File: src/rtl/focus_pkg.sv
// ---------------------------------------------------------------------------
// focus_pkg
// Shared constants for the auto-focus sharpness path:
//   - BT.601-style luma coefficients (77/150/29) and the normalising shift
//   - pipeline latency from frame end to result
//   - default accumulator width and stream field widths
//   - luma_sum(): unshifted 16-bit weighted RGB sum
// ---------------------------------------------------------------------------
package focus_pkg;

    localparam int unsigned LUMA_R_COEF   = 77;
    localparam int unsigned LUMA_G_COEF   = 150;
    localparam int unsigned LUMA_B_COEF   = 29;
    localparam int unsigned LUMA_SHIFT    = 8;

    localparam int unsigned PIPE_LATENCY  = 3;
    localparam int unsigned ACC_W_DEFAULT = 32;

    localparam int unsigned PIX_W         = 8;
    localparam int unsigned COORD_W       = 13;

    // Coefficients sum to 256, so the result never exceeds 255 * 256.
    function automatic logic [15:0] luma_sum(input logic [7:0] r,
                                             input logic [7:0] g,
                                             input logic [7:0] b);
        return 16'(LUMA_R_COEF) * 16'(r)
             + 16'(LUMA_G_COEF) * 16'(g)
             + 16'(LUMA_B_COEF) * 16'(b);
    endfunction

endpackage

File: src/rtl/rgb2luma.sv
// ---------------------------------------------------------------------------
// rgb2luma
// One registered stage: Y = (77*R + 150*G + 29*B) >> 8, with a sideband tag
// delayed by the same single cycle so callers can carry flags/coordinates.
//
// Ports:
//   clk       in   pixel clock
//   rst_n     in   asynchronous active-low reset
//   red       in   8-bit red
//   green     in   8-bit green
//   blue      in   8-bit blue
//   tag       in   TAG_W sideband aligned with the pixel
//   luma      out  8-bit registered luma
//   luma_tag  out  TAG_W sideband aligned with luma
// ---------------------------------------------------------------------------
module rgb2luma
    import focus_pkg::*;
#(
    parameter int unsigned TAG_W = 1
) (
    input  logic             clk,
    input  logic             rst_n,
    input  logic [7:0]       red,
    input  logic [7:0]       green,
    input  logic [7:0]       blue,
    input  logic [TAG_W-1:0] tag,
    output logic [7:0]       luma,
    output logic [TAG_W-1:0] luma_tag
);

    logic [15:0] sum;
    logic [7:0]  luma_d;
    logic [7:0]  luma_q;
    logic [TAG_W-1:0] tag_q;

    always_comb begin
        sum    = luma_sum(red, green, blue);
        luma_d = 8'(sum >> LUMA_SHIFT);
    end

    always_ff @(posedge clk or negedge rst_n) begin
        if (!rst_n) begin
            luma_q <= '0;
            tag_q  <= '0;
        end else begin
            luma_q <= luma_d;
            tag_q  <= tag;
        end
    end

    assign luma     = luma_q;
    assign luma_tag = tag_q;

endmodule

File: src/rtl/focus_sharpness_meter.sv
// ---------------------------------------------------------------------------
// focus_sharpness_meter
// Per-frame sharpness figure: sum of thresholded horizontal luma gradients
// between consecutive accepted pixels inside a fixed window.
//
// Optional feature macro: FOCUS_PEAK_HOLD_EN
//   defined   -> oFOCUS_PEAK holds the max reported value since iPEAK_CLR
//   undefined -> oFOCUS_PEAK is constant 0, iPEAK_CLR ignored
//
// Ports:
//   VGA_CLK       in   pixel clock
//   RESET_N       in   asynchronous active-low reset
//   iRed/iGreen/iBlue in 8-bit pixel components
//   iDVAL         in   pixel valid
//   VGA_VS        in   vertical sync, active low
//   H_Cont/V_Cont in   13-bit column/line of current pixel
//   iPEAK_CLR     in   clear peak register (optional feature)
//   oFOCUS_VAL    out  ACC_W last completed frame's focus value
//   oFOCUS_VALID  out  one-cycle pulse when oFOCUS_VAL updates
//   oFOCUS_PEAK   out  ACC_W peak focus value (optional feature)
// ---------------------------------------------------------------------------
module focus_sharpness_meter
    import focus_pkg::*;
#(
    parameter int unsigned WIN_X0   = 160,
    parameter int unsigned WIN_X1   = 480,
    parameter int unsigned WIN_Y0   = 120,
    parameter int unsigned WIN_Y1   = 360,
    parameter int unsigned NOISE_TH = 4,
    parameter int unsigned ACC_W    = ACC_W_DEFAULT
) (
    input  logic               VGA_CLK,
    input  logic               RESET_N,
    input  logic [7:0]         iRed,
    input  logic [7:0]         iGreen,
    input  logic [7:0]         iBlue,
    input  logic               iDVAL,
    input  logic               VGA_VS,
    input  logic [12:0]        H_Cont,
    input  logic [12:0]        V_Cont,
    input  logic               iPEAK_CLR,
    output logic [ACC_W-1:0]   oFOCUS_VAL,
    output logic               oFOCUS_VALID,
    output logic [ACC_W-1:0]   oFOCUS_PEAK
);

    localparam logic [COORD_W-1:0] X0_C    = COORD_W'(WIN_X0);
    localparam logic [COORD_W-1:0] X1_C    = COORD_W'(WIN_X1);
    localparam logic [COORD_W-1:0] Y0_C    = COORD_W'(WIN_Y0);
    localparam logic [COORD_W-1:0] Y1_C    = COORD_W'(WIN_Y1);
    localparam logic [8:0]         NOISE_C = 9'(NOISE_TH);

    // ---------------- acceptance ----------------
    logic accept;

    always_comb begin
        accept = iDVAL & VGA_VS
               & (H_Cont >= X0_C) & (H_Cont < X1_C)
               & (V_Cont >= Y0_C) & (V_Cont < Y1_C);
    end

    // ---------------- stage 1: luma ----------------
    logic [7:0]         s1_y;
    logic [COORD_W:0]   s1_tag;
    logic               s1_acc;
    logic [COORD_W-1:0] s1_h;

    rgb2luma #(
        .TAG_W (COORD_W + 1)
    ) u_rgb2luma (
        .clk      (VGA_CLK),
        .rst_n    (RESET_N),
        .red      (iRed),
        .green    (iGreen),
        .blue     (iBlue),
        .tag      ({accept, H_Cont}),
        .luma     (s1_y),
        .luma_tag (s1_tag)
    );

    assign s1_acc = s1_tag[COORD_W];
    assign s1_h   = s1_tag[COORD_W-1:0];

    // ---------------- stage 2: gradient ----------------
    logic [7:0] yprev_q;
    logic       prev_ok_q;
    logic [7:0] grad_q;
    logic [7:0] diff;
    logic       pair_ok;
    logic [7:0] grad_d;

    always_comb begin
        diff    = (s1_y >= yprev_q) ? (s1_y - yprev_q) : (yprev_q - s1_y);
        // The window's first column always starts a new pair chain, even if
        // the upstream stream had no DVAL gap at the line boundary.
        pair_ok = s1_acc & prev_ok_q & (s1_h != X0_C);
        grad_d  = (pair_ok && ({1'b0, diff} >= NOISE_C)) ? diff : 8'd0;
    end

    always_ff @(posedge VGA_CLK or negedge RESET_N) begin
        if (!RESET_N) begin
            yprev_q   <= '0;
            prev_ok_q <= 1'b0;
            grad_q    <= '0;
        end else begin
            prev_ok_q <= s1_acc;
            grad_q    <= grad_d;
            if (s1_acc) begin
                yprev_q <= s1_y;
            end
        end
    end

    // ---------------- stage 3: accumulate, frame end ----------------
    logic [ACC_W-1:0]        acc_q;
    logic [ACC_W:0]          acc_sum;
    logic [ACC_W-1:0]        acc_sat;
    logic                    vs_q;
    logic [PIPE_LATENCY-1:0] end_sr_q;
    logic                    vs_fall;
    logic                    frame_done;
    logic                    first_frame_q;
    logic [ACC_W-1:0]        focus_val_q;
    logic                    focus_valid_q;

    always_comb begin
        acc_sum    = {1'b0, acc_q} + (ACC_W + 1)'(grad_q);
        acc_sat    = acc_sum[ACC_W] ? {ACC_W{1'b1}} : acc_sum[ACC_W-1:0];
        vs_fall    = vs_q & ~VGA_VS;
        frame_done = end_sr_q[PIPE_LATENCY-1];
    end

    always_ff @(posedge VGA_CLK or negedge RESET_N) begin
        if (!RESET_N) begin
            acc_q         <= '0;
            vs_q          <= 1'b0;
            end_sr_q      <= '0;
            first_frame_q <= 1'b1;
            focus_val_q   <= '0;
            focus_valid_q <= 1'b0;
        end else begin
            vs_q          <= VGA_VS;
            end_sr_q      <= {end_sr_q[PIPE_LATENCY-2:0], vs_fall};
            focus_valid_q <= 1'b0;
            if (frame_done) begin
                // Pipeline is drained here: no pixel is accepted while VS is low.
                if (!first_frame_q) begin
                    focus_val_q   <= acc_q;
                    focus_valid_q <= 1'b1;
                end
                acc_q         <= '0;
                first_frame_q <= 1'b0;
            end else begin
                acc_q <= acc_sat;
            end
        end
    end

    assign oFOCUS_VAL   = focus_val_q;
    assign oFOCUS_VALID = focus_valid_q;

    // ---------------- optional peak hold ----------------
`ifdef FOCUS_PEAK_HOLD_EN
    logic [ACC_W-1:0] peak_q;

    always_ff @(posedge VGA_CLK or negedge RESET_N) begin
        if (!RESET_N) begin
            peak_q <= '0;
        end else if (iPEAK_CLR) begin
            peak_q <= '0;
        end else if (frame_done && !first_frame_q && (acc_q > peak_q)) begin
            // Loads on the same edge as oFOCUS_VAL.
            peak_q <= acc_q;
        end
    end

    assign oFOCUS_PEAK = peak_q;
`else
    logic unused_peak_clr;
    assign unused_peak_clr = iPEAK_CLR;
    assign oFOCUS_PEAK     = '0;
`endif

endmodule

File: config.mk
export PLATFORM = sky130hd
export DESIGN_NAME = focus_sharpness_meter
export DESIGN_NICKNAME = d
export VERILOG_FILES = /design/src/rtl/focus_pkg.sv /design/src/rtl/rgb2luma.sv /design/src/rtl/focus_sharpness_meter.sv
export SDC_FILE = /design/constraint.sdc
export NUM_CORES = 1
export LEC_CHECK = 0
export BUFFER_PORTS_ARGS = -buffer_cell sky130_fd_sc_hd__buf_2
export CAP_MARGIN = 15
export CORE_UTILIZATION = 39
export DETAILED_ROUTE_END_ITERATION = 7
export PLACE_DENSITY = 0.62
export SYNTH_ARGS = -nofsm -noshare
export SYNTH_HDL_FRONTEND = slang
export SYNTH_SLANG_ARGS = --single-unit
File: constraint.sdc
create_clock -name VGA_CLK -period 3.15 [get_ports VGA_CLK]
set_input_delay 0.1575 -clock VGA_CLK [delete_from_list [all_inputs] [get_ports VGA_CLK]]
set_output_delay 0.1575 -clock VGA_CLK [all_outputs]
set_load 0.02 [all_outputs]
==> flow_metrics.py <==
metrics = {
    "clock_tree": {
        "clkTransAtPathRegs_ns": 0.07,
        "cts_buffer_depth": 2,
        "cts.sinks": 109,
        "insertion_delay_ns": 0.36,
        "numCtsBuffers": 9,
        "cts_root_buffer": "clkbuf_16",
        "htreeDepth": 3,
        "cts_tree": "done",
    },
    "flow_run": {
        "drv_cap": 0,
    },
    "detailed_routing": {
        "post_drt_wl_per_cell_um": 13.3,
        "via_count": 6151,
        "drt-initial-drc-count": 181,
        "drc_errors": 0,
        "drtPass1Iterations": 4,
        "wl_met1_um": 7780,
        "top_layer": "met4",
        "viasPerCell": 4.82,
        "wl_um": 17000,
        "wl_met3_um": 454,
        "ant_nets": 0,
        "wl_met2_um": 8560,
    },
    "critical_path": {
        "criticalPathCategory": "in -> reg",
        "path_depth": 25,
        "crit_family": "adder cells",
        "cp-start-kind": "input port",
        "endpoint_kind": "flip-flop",
        "cp.buffers_inverters": 5,
        "rr_startpoint": "acc_q[6]$_DFF_PN0_",
        "worstPathArrival_ns": 5.54,
        "required_ns": 3.43,
        "r2r_setup_slack_ns": 0.31,
        "reg2regPathDepth": 8,
        "cp_max_fo": 4,
        "cp_slowest_cell": "fa_1",
        "cp_slowest_stage_delay_ns": 0.52,
        "timing.rr.end": "acc_q[0]$_DFF_PN0_",
    },
    "synthesis": {
        "synth-edff-count": 0,
        "synth-simple-area-share": 0.0986,
        "synthAdderAreaFrac": 0.294,
        "yosysSeqAreaShare": 0.321,
        "synth_top_family_by_area": "adder cells",
        "netlist_area_mm2": 0.00850,
        "synth_compound_area_frac": 0.116,
        "synth_xor_area_frac": 0.0391,
        "synth_mux_area_frac": 0.0366,
        "netlist-cell-type-count": 57,
        "synth_cells": 836,
        "ys.flop_type": "dfrtp_1",
        "async_flop_share": 1.00,
        "syn-mean-instance-area_um2": 10.2,
        "synth_warnings": 0,
        "synth.ff_latch_count": 109,
    },
    "sta": {
        "setup_viol": 8,
        "setup_slack_ns": -2.12,
        "slew_viol_final": 0,
        "rsz0062_at_grt": "yes",
        "worst_slew_pin_slew_ns": 0.674,
        "period_needed_ns": 5.27,
        "relSlewSlack": 0.551,
        "skew_ns": 0.0114,
        "hold_viol": 0,
        "timing.final.crit_share": 1.67,
        "fmax_ghz": 0.190,
    },
    "die": {
        "rows": 53,
        "ioPinCount": 120,
        "die_x_um": 150,
        "initial_core_util": 0.401,
        "dieArea_mm2": 0.0224,
        "coreArea_mm2": 0.0212,
        "die_height_um": 150,
    },
    "min_path": {
        "hold_path_class": "in -> reg",
        "worstHoldStart": "V_Cont[11]",
        "holdPathStages": 4,
        "worstHoldEndpoint": "u_rgb2luma.luma_tag[13]$_DFF_PN0_",
    },
    "cells_and_area": {
        "area_growth_pct": 21.0,
        "diodes": 0,
        "final_cells": 1277,
        "fin_nets": 1217,
        "post-route-util": 0.485,
        "drive_above_1_share": 0.236,
    },
    "place": {
        "port_buffers": 83,
        "place_inst": 1245,
        "dp_hpwl_um": 13600,
        "globalplace.congestion": 0.852,
        "dp_slack_ns": -2.52,
    },
    "global_route": {
        "grt_usage": 0.162,
        "overflow": 0,
        "antenna_found_initial": 0,
        "grt_max_degree": 61,
        "grt_pass1_vias": 6259,
        "grt_first_pass_wirelength_um": 28800,
    },
    "run_status": {
        "violations": "setup timing",
        "status": "complete, but fails checks",
    },
    "power_and_ir_drop": {
        "power_mw": 9.38,
        "ir_worst_vdd_v": 0.000942,
        "power_density_mw_per_mm2": 911,
        "power_leakage_nw": 5.24,
    },
}
[registers in the layout, summed over array words and instances (netlist names)]
register	flops
acc_q	32
oFOCUS_VAL	32
u_rgb2luma.luma_tag	14
grad_q	8
u_rgb2luma.luma	8
yprev_q	8
end_sr_q	3
first_frame_q	1
oFOCUS_VALID	1
prev_ok_q	1
vs_q	1
[where the power goes]
group | leakage, nW | switching (mW) | internal (mW) | total [mW]
Clock | 0.151 | 0.554 | 0.636 | 1.19
Combinational | 3.63 | 3.25 | 3.35 | 6.60
Sequential | 1.46 | 0.0480 | 1.54 | 1.59
[placed cells by master (no fill, tap or decap), types with 5 or more instances in the layout]
cell,instances
dlygate4sd3_1,15
a21oi_2,5
a21o_1,8
nor2_1,33
nor3_1,8
xor2_1,16
nand3_1,9
fa_1,58
o21a_1,16
dfrtp_1,108
a21oi_1,47
buf_2,79
nand2b_1,9
nand2_1,41
and3_1,10
ha_4,10
nor2b_1,12
nand4_1,5
clkbuf_16,9
inv_2,5
nor4_1,6
conb_1,32
o21ai_0,28
xnor2_1,19
o211ai_1,9
mux2_2,25
a31oi_1,6
a211oi_1,5
buf_4,70
inv_1,122
ha_1,97
[worst max-delay path by stage]
stage          slack (ns)                           end      start
2_1_floorplan       -2.20  u_rgb2luma.luma[6]$_DFF_PN0_  iGreen[4]
3_3_place_gp        -2.44  u_rgb2luma.luma[6]$_DFF_PN0_  iGreen[4]
3_5_place_dp        -2.52  u_rgb2luma.luma[6]$_DFF_PN0_  iGreen[4]
4_1_cts             -2.14  u_rgb2luma.luma[6]$_DFF_PN0_  iGreen[5]
5_1_grt             -2.30  u_rgb2luma.luma[6]$_DFF_PN0_  iGreen[5]
6_report            -2.12  u_rgb2luma.luma[6]$_DFF_PN0_  iGreen[5]
[synthesized netlist by cell type (5+ instances only)]
cell / n / share of area
o21ai_0: 30 / 0.018
fa_1: 58 / 0.14
nor4_1: 6 / 0.0044
xor2_1: 17 / 0.018
nand3_1: 9 / 0.0053
buf_4: 32 / 0.028
nand2b_1: 9 / 0.0066
ha_1: 107 / 0.16
a31oi_1: 6 / 0.0044
or2_2: 5 / 0.0037
o211ai_1: 9 / 0.0079
nand4_1: 5 / 0.0037
a21oi_1: 52 / 0.031
a21o_1: 8 / 0.0071
or3_1: 5 / 0.0037
dfrtp_1: 108 / 0.32
o21a_1: 16 / 0.014
mux2_2: 25 / 0.033
and3_1: 10 / 0.0074
nor3_1: 8 / 0.0047
nor2b_1: 12 / 0.0088
nand2_1: 41 / 0.018
xnor2_1: 21 / 0.022
a211oi_1: 5 / 0.0044
nor2_1: 36 / 0.016
inv_1: 127 / 0.056
clkbuf_1: 14 / 0.0062
[logic make-up (layout without fill, tap and decap cells)]
kind of cell,count (synthesis),in the layout
buf+inv,176,311
fa+ha+maj,165,165
simple gates,163,163
compound gates,156,156
flops,109,109
xor+xnor,38,38
mux,28,28
other cells,1,32
[layer usage]
metal | up-vias | global-route usage
li1 | 3085 | -
met1 | 2945 | 0.202
met4 | 0 | 0.0414
met3 | 15 | 0.0250
met5 | - | 0
met2 | 106 | 0.289
[stage by stage]
| stage | hold WS, ns | TNS (ns) | cell area [um^2] |
|---|---|---|---|
| after floorplan | -0.138 | -15.04 | 8740 |
| after global placement | 0.239 | -17.72 | 9710 |
| after detailed placement | 0.248 | -18.36 | 9710 |
| after CTS | 0.0897 | -15.27 | 10300 |
| after global routing | 0.116 | -16.34 | 10300 |
| final | 0.0928 | -14.92 | 10300 |
[area by class of cell]
class	instances	area, um^2
clock buffers	9	225
well taps	275	344
inverters	127	477
clock inverters	7	91.3
repair buffers	168	1130
fillers	2021	10900
flip-flops and latches	109	2730
multi-input cells	582	5290
[timing repair]
item,4_1_cts,5_1_grt
pin swaps,12,7
endpoints found under the hold margin,64,0
gates cloned,0,0
gates resized for setup,16,9
setup buffers,2,0
endpoints found under the setup margin,8,8
hold buffers,15,0
[worst register-to-register path, delay by kind of cell (launching register included)]
kind	cells	cell delay, ns
compound gates	5	1.10
fa+ha+maj	1	0.37
buf+inv	1	0.28
flops	1	0.40
simple gates	1	0.61
Note: power is estimated with default switching activity, not from simulation.
